## src/rtl/pwm_motor_pkg.sv

```systemverilog
// Shared types, default constants and duty arithmetic for the multi-channel PWM motor driver.
package pwm_motor_pkg;

    typedef enum logic [1:0] {
        ST_RUN   = 2'd0,
        ST_BRAKE = 2'd1,
        ST_SWAP  = 2'd2
    } motor_state_t;

    localparam int DEF_NUM_CH    = 2;
    localparam int DEF_CNT_W     = 32;
    localparam int DEF_PERIOD    = 2000000;
    localparam int DEF_DUTY_INIT = 1000000;
    localparam int DEF_DUTY_MIN  = 0;
    localparam int DEF_DUTY_MAX  = 1800000;
    localparam int DEF_DUTY_STEP = 200000;
    localparam int DEF_DEADTIME  = 1000;

    // Wider than any supported CNT_W+1, so the sum/difference cannot wrap before clamping.
    localparam int SAT_W = 64;

    function automatic logic [SAT_W-1:0] duty_sat(
        input logic [SAT_W-1:0] cur,
        input logic [SAT_W-1:0] step,
        input logic [SAT_W-1:0] lo,
        input logic [SAT_W-1:0] hi,
        input logic             up,
        input logic             dn
    );
        logic [SAT_W-1:0] res;
        res = cur;
        if (up && !dn)
            res = (cur + step > hi) ? hi : cur + step;
        else if (dn && !up)
            res = (cur < lo + step) ? lo : cur - step;
        return res;
    endfunction

endpackage

```

## src/rtl/pwm_motor_chan.sv

```systemverilog
// One motor channel: input conditioning, duty registers, reversal FSM and registered pwm/dir pins.
module pwm_motor_chan
    import pwm_motor_pkg::*;
#(
    parameter int CNT_W     = DEF_CNT_W,
    parameter int DUTY_INIT = DEF_DUTY_INIT,
    parameter int DUTY_MIN  = DEF_DUTY_MIN,
    parameter int DUTY_MAX  = DEF_DUTY_MAX,
    parameter int DUTY_STEP = DEF_DUTY_STEP,
    parameter int DEADTIME  = DEF_DEADTIME
) (
    input  logic             i_clk,
    input  logic             i_rst_n,
    input  logic             i_en,
    input  logic [CNT_W-1:0] i_cnt,
    input  logic             i_wrap,
    input  logic             i_dir_toggle,
    input  logic             i_speed_up,
    input  logic             i_slow_down,
    output logic             o_pwm,
    output logic             o_dir_a,
    output logic             o_dir_b,
    output logic [CNT_W-1:0] o_duty
);

    localparam int DC_W = (DEADTIME > 1) ? $clog2(DEADTIME) : 1;

    logic [2:0]       w_req;
    logic [2:0]       r_s1, r_s2, r_s3, r_evt;
    logic             w_tog_evt, w_up_evt, w_dn_evt;
    logic [CNT_W-1:0] r_duty_tgt, r_duty_act;
    motor_state_t     r_state;
    logic [DC_W-1:0]  r_dead;
    logic             r_dir, r_pwm, r_dir_a, r_dir_b;

    assign w_req = {i_dir_toggle, i_speed_up, i_slow_down};

    // Two synchroniser stages, one history stage, then a registered rising-edge event.
    always_ff @(posedge i_clk) begin
        // NOTE: synchronous reset lives inside the clocked block; every state update uses <=.
        if (!i_rst_n) begin
            r_s1  <= '0;
            r_s2  <= '0;
            r_s3  <= '0;
            r_evt <= '0;
        end else begin
            r_s1  <= w_req;
            r_s2  <= r_s1;
            r_s3  <= r_s2;
            r_evt <= r_s2 & ~r_s3;
        end
    end

    assign {w_tog_evt, w_up_evt, w_dn_evt} = r_evt;

    always_ff @(posedge i_clk) begin
        if (!i_rst_n) begin
            r_duty_tgt <= CNT_W'(DUTY_INIT);
            r_duty_act <= CNT_W'(DUTY_INIT);
        end else begin
            if (i_wrap)
                r_duty_act <= r_duty_tgt;
            r_duty_tgt <= CNT_W'(duty_sat(SAT_W'(r_duty_tgt), SAT_W'(DUTY_STEP),
                                          SAT_W'(DUTY_MIN), SAT_W'(DUTY_MAX),
                                          w_up_evt, w_dn_evt));
        end
    end

    // Outputs are registered alongside the state so the pins switch on the same edge as the FSM.
    always_ff @(posedge i_clk) begin
        if (!i_rst_n) begin
            r_state <= ST_RUN;
            r_dead  <= '0;
            r_dir   <= 1'b0;
            r_pwm   <= 1'b0;
            r_dir_a <= 1'b0;
            r_dir_b <= 1'b1;
        end else begin
            case (r_state)
                ST_RUN: begin
                    if (w_tog_evt) begin
                        r_state <= ST_BRAKE;
                        r_dead  <= DC_W'(DEADTIME - 1);
                        r_pwm   <= 1'b0;
                        r_dir_a <= 1'b0;
                        r_dir_b <= 1'b0;
                    end else begin
                        r_pwm   <= i_en && (i_cnt < r_duty_act);
                        r_dir_a <= r_dir;
                        r_dir_b <= ~r_dir;
                    end
                end
                ST_BRAKE: begin
                    r_pwm   <= 1'b0;
                    r_dir_a <= 1'b0;
                    r_dir_b <= 1'b0;
                    if (r_dead == '0)
                        r_state <= ST_SWAP;
                    else
                        r_dead <= r_dead - DC_W'(1);
                end
                ST_SWAP: begin
                    r_state <= ST_RUN;
                    r_dir   <= ~r_dir;
                    r_pwm   <= 1'b0;
                    r_dir_a <= ~r_dir;
                    r_dir_b <= r_dir;
                end
                default: r_state <= ST_RUN;
            endcase
        end
    end

    assign o_pwm   = r_pwm;
    assign o_dir_a = r_dir_a;
    assign o_dir_b = r_dir_b;
    assign o_duty  = r_duty_act;

endmodule

```

## src/rtl/pwm_motor_ctrl.sv

```systemverilog
// Multi-channel PWM motor driver top: shared period counter plus NUM_CH channel instances.
module pwm_motor_ctrl
    import pwm_motor_pkg::*;
#(
    parameter int NUM_CH    = DEF_NUM_CH,
    parameter int CNT_W     = DEF_CNT_W,
    parameter int PERIOD    = DEF_PERIOD,
    parameter int DUTY_INIT = DEF_DUTY_INIT,
    parameter int DUTY_MIN  = DEF_DUTY_MIN,
    parameter int DUTY_MAX  = DEF_DUTY_MAX,
    parameter int DUTY_STEP = DEF_DUTY_STEP,
    parameter int DEADTIME  = DEF_DEADTIME
) (
    input  logic                    clk,
    input  logic                    rst_n,
    input  logic                    en,
    input  logic [NUM_CH-1:0]       dir_toggle,
    input  logic [NUM_CH-1:0]       speed_up,
    input  logic [NUM_CH-1:0]       slow_down,
    output logic [NUM_CH-1:0]       pwm,
    output logic [NUM_CH-1:0]       dir_a,
    output logic [NUM_CH-1:0]       dir_b,
    output logic [NUM_CH*CNT_W-1:0] duty_o
);

    logic [CNT_W-1:0] r_cnt;
    logic             w_wrap;

    assign w_wrap = en && (r_cnt == CNT_W'(PERIOD - 1));

    always_ff @(posedge clk) begin
        if (!rst_n || !en)
            r_cnt <= '0;
        else if (w_wrap)
            r_cnt <= '0;
        else
            r_cnt <= r_cnt + CNT_W'(1);
    end

    for (genvar g = 0; g < NUM_CH; g++) begin : g_chan
        pwm_motor_chan #(
            .CNT_W     (CNT_W),
            .DUTY_INIT (DUTY_INIT),
            .DUTY_MIN  (DUTY_MIN),
            .DUTY_MAX  (DUTY_MAX),
            .DUTY_STEP (DUTY_STEP),
            .DEADTIME  (DEADTIME)
        ) u_chan (
            .i_clk        (clk),
            .i_rst_n      (rst_n),
            .i_en         (en),
            .i_cnt        (r_cnt),
            .i_wrap       (w_wrap),
            .i_dir_toggle (dir_toggle[g]),
            .i_speed_up   (speed_up[g]),
            .i_slow_down  (slow_down[g]),
            .o_pwm        (pwm[g]),
            .o_dir_a      (dir_a[g]),
            .o_dir_b      (dir_b[g]),
            .o_duty       (duty_o[g*CNT_W +: CNT_W])
        );
    end

endmodule

```

## config.mk

```make
export PLATFORM = sky130hd
export DESIGN_NAME = pwm_motor_ctrl
export DESIGN_NICKNAME = d
export VERILOG_FILES = /design/src/rtl/pwm_motor_pkg.sv /design/src/rtl/pwm_motor_chan.sv /design/src/rtl/pwm_motor_ctrl.sv
export SDC_FILE = /design/constraint.sdc
export NUM_CORES = 1
export LEC_CHECK = 0
export ABC_AREA = 1
export BUFFER_PORTS_ARGS = -buffer_cell sky130_fd_sc_hd__buf_4
export CELL_PAD_IN_SITES_DETAIL_PLACEMENT = 0
export CELL_PAD_IN_SITES_GLOBAL_PLACEMENT = 1
export CORE_UTILIZATION = 40
export DETAILED_ROUTE_END_ITERATION = 7
export PLACE_DENSITY = 0.78
export SYNTH_ARGS = -nofsm -noshare
export SYNTH_HDL_FRONTEND = slang
export SYNTH_SLANG_ARGS = --single-unit
```

## constraint.sdc

```tcl
create_clock -name clk -period 4.7 [get_ports clk]
set_input_delay 0.235 -clock clk [delete_from_list [all_inputs] [get_ports clk]]
set_output_delay 0.235 -clock clk [all_outputs]
set_load 0.02 [all_outputs]
```

==> run_results.csv <==
group,metric,value,unit
outcome,outcome,"completed",
timing,rsz0062_at_grt,"false",
worst_setup_path,worstSetupPathType,"register to register",
grt,grt_pass1_wl,59700,microns
placement,gp_congestion,0.875,
placement,dp_hpwl,28100,microns
layout,regArea,0.00384,sq mm
die,die_area,0.0324,sq mm
placement,dp.cells,2325,
timing,finalSetupTns,0,ns
yosys,yosys_warnings,0,
worst_setup_path,cp-end-kind,"register",
cts,postCtsSetupRepairBufs,0,
grt,antenna_found_initial,0,
worst_setup_path,path_common_cell,"inv_1",
timing,timing.fmax,0.338,GHz
timing,drv_slew,0,
worst_setup_path,arrival,3.33,ns
pwr,powerDensity,331,mW/mm^2
timing,worstMarginPinSlew,0.999,ns
yosys,synth_area_per_cell,6.54,sq um
worst_setup_path,cp_cell_sequence,"inv_1, ha_1, nor2_2, nor2_1, nor2_2, inv_1, nand3_1, nand2_2, nand4_2, nand2_2, inv_1, o21ai_0, a21oi_1, nor2_1, a21oi_1",
placement,placed_cell_area,0.0133,sq mm
route,wire_per_inst,15.6,microns
pwr,p_total,4620,uW
route,drt-total-wl,36900,microns
route,drt-initial-drc-count,778,
timing,hold_viol,0,
pwr,peakVddDrop,0.000192,V
die,die_h,180,microns
timing,skew,0.0149,ns
die,core_area,0.0309,sq mm
cts,cts_num_sinks,192,
layout,nets,2034,
cts,cts_htree_levels,4,
die,io-pin-count,79,
grt,grt_pass1_vias,11400,
worst_setup_path,cp_slowest_cell,"dfxtp_1",
grt,grt_max_degree,105,
layout,fillCellCount,3345,
cts,numCtsBuffers,17,
placement,portBuffers,66,
grt,grt_use_total,22.8,%
die,row_count,64,
yosys,ys_types,53,
cts,clockRootBuffer,"clkbuf_16",
yosys,synth_cells,1937,
layout,final_cells,2363,
timing,setup_viol,0,
yosys,syn_area,0.0127,sq mm
cts,clk_latency,0.44,ns
route,vias_per_cell,5.21,
worst_setup_path,startpoint_type,"register",
pwr,p_leak,0.00654,uW
layout,layout-area-overhead-vs-synth,10.2,%
worst_setup_path,cp_max_fo,15,
grt,grt_remaining_overflow,0,
worst_hold_path,min-delay-path-class,"primary input to register",
worst_setup_path,slowest_delay,0.44,ns
layout,design_area,0.0140,sq mm
route,postRouteAntennaNets,0,
cts,clk_pin_slew,0.08,ns
layout,diodes,0,
timing,relSlewSlack,33.4,%
route,route.detailed.drc,0,
yosys,synth-seq-cells,192,
route,vias,12300,
worst_setup_path,cp.required,5.07,ns
layout,drive_gt1_share,9.96,%
die,die_x,180,microns
job,maxCapViolations,0,
die,start_util,41.0,%
cts,cts_buffer_depth,2,
cts,cts_tree,"done",
route,drt-pass1-iter-count,5,
layout,multi_input_area,0.00736,sq mm
timing,holdWs,0.212,ns
timing,fin_crit,2.96,ns
yosys,seq_area_frac_synth,30.3,%
cts,post_cts_resized,0,
timing,period_share,63.0,%
report_power, final:
part	switching [uW]	total, uW	internal [uW]
logic	747	1150	400
clock network	713	1540	831
registers	154	1930	1770
metrics by stage:
stage | utilization, % | worst slack [ns]
after CTS | 45.2 | 1.73
after floorplan | - | 2.71
after detailed placement | 43.0 | 1.75
after global routing | 45.2 | 1.41
after global placement | 43.0 | 1.74
final | 45.2 | 1.74
area by class of cell:
cell class / count / share of cell area [%]
well taps: 396 / 3.55
inverters: 279 / 7.50
clock buffers: 18 / 3.14
repair buffers: 77 / 4.25
flip-flops and latches: 192 / 27.5
clock inverters: 14 / 1.39
multi-input cells: 1387 / 52.7
cell usage in the layout (no fill, tap or decap), drive strengths merged, types with 3 or more instances in the layout:
| cell type | Yosys | routed |
|---|---|---|
| conb | 1 | 12 |
| dfxtp | 192 | 192 |
| nand4 | 35 | 35 |
| a211oi | 9 | 9 |
| o21ai | 130 | 130 |
| clkinv | 4 | 8 |
| ha | 71 | 71 |
| or2 | 5 | 5 |
| buf | 53 | 71 |
| xor2 | 40 | 40 |
| a21oi | 157 | 157 |
| inv | 275 | 282 |
| a31oi | 18 | 18 |
| nor2 | 213 | 213 |
| nand3b | 6 | 6 |
| o221ai | 5 | 5 |
| nand2 | 456 | 456 |
| dlygate4sd3 | 0 | 6 |
| nor3b | 10 | 10 |
| nor4 | 15 | 15 |
| nor3 | 36 | 36 |
| nand3 | 127 | 127 |
| and2 | 3 | 3 |
| xnor2 | 3 | 3 |
| o211ai | 20 | 20 |
| clkbuf | 37 | 18 |
cell families after synthesis:
group                    count (synthesis)  share of synthesized area (%)
AND/OR/NAND/NOR                        910                           32.4
buffers and inverters                  369                           12.0
flip-flops                             192                           30.3
adder cells (fa/ha/maj)                 71                           7.01
XOR/XNOR                                43                           2.97
other                                    1                         0.0296
AO/OA/AOI/OAI                          351                           15.2
Yosys cell counts, drive strengths merged:
cell       n  area (sq um)
a211oi     9          67.6
a21oi    157           801
a221oi     2          17.5
a22oi      1          7.51
a31oi     18           113
a32oi      1          8.76
and2       3          18.8
and3       1          6.26
buf       53           332
clkbuf    37           145
clkinv     4          15.0
conb       1          3.75
dfxtp    192          3840
ha        71           888
inv      275          1030
nand2    456          1820
nand3    127           683
nand3b     6          45.0
nand4     35           231
nor2     213           882
nor3      36           185
nor3b     10          80.1
nor4      15           106
o2111ai    2          17.5
o211ai    20           155
o21a       2          15.0
o21ai    130           651
o221ai     5          43.8
o22ai      2          12.5
o31ai      2          15.0
or2        5          31.3
or3        2          12.5
or4        1          7.51
xnor2      3          26.3
xor2      40           350
worst max-delay path, delay by kind of cell (launching register included):
family                     cells  cell delay [ns]
and+or+nand+nor                8             1.09
buffers and inverters          3             0.66
AOI/OAI and AO/OA              3             0.45
DFF                            1             0.44
adders and majority gates      1             0.25
sequential cells by signal (all words and copies together) (netlist names):
signal	count
g_chan.u_chan.o_dir_a	2
g_chan.u_chan.r_s1	6
g_chan.u_chan.r_evt	6
g_chan.u_chan.o_dir_b	2
g_chan.u_chan.r_s3	6
g_chan.u_chan.r_dir	2
g_chan.u_chan.o_pwm	2
r_cnt	32
g_chan.u_chan.r_duty_tgt	52
g_chan.u_chan.r_state	4
g_chan.u_chan.o_duty	52
g_chan.u_chan.r_dead	20
g_chan.u_chan.r_s2	6
metal layers:
layer	wire, microns	vias to the layer above	GRT usage [%]
met5	0	-	0
met3	1270	47	3.08
met1	17800	5674	30.8
met4	701	0	6.48
li1	-	6314	-
met2	17200	266	37.9
what timing repair did:
action | CTS | global route
hold buffers | 6 | 0
hold endpoints to repair | 6 | 0
endpoints found under the setup margin | 0 | 0
path summary, 6_finish.rpt:
kind | startpoint | endpoint | slack, ns | cells past startpoint
max | g_chan[0].u_chan.r_duty_tgt[6] | g_chan[0].u_chan.r_duty_tgt[20] | 1.74 | 15
min | en | g_chan[1].u_chan.o_pwm | 0.21 | 5
max reg2reg | g_chan[0].u_chan.r_duty_tgt[6] | g_chan[0].u_chan.r_duty_tgt[20] | 1.74 | 15
min reg2reg | g_chan[1].u_chan.r_s3[0] | g_chan[1].u_chan.r_evt[0] | 0.39 | 1
(Power assumes the default switching activity.)
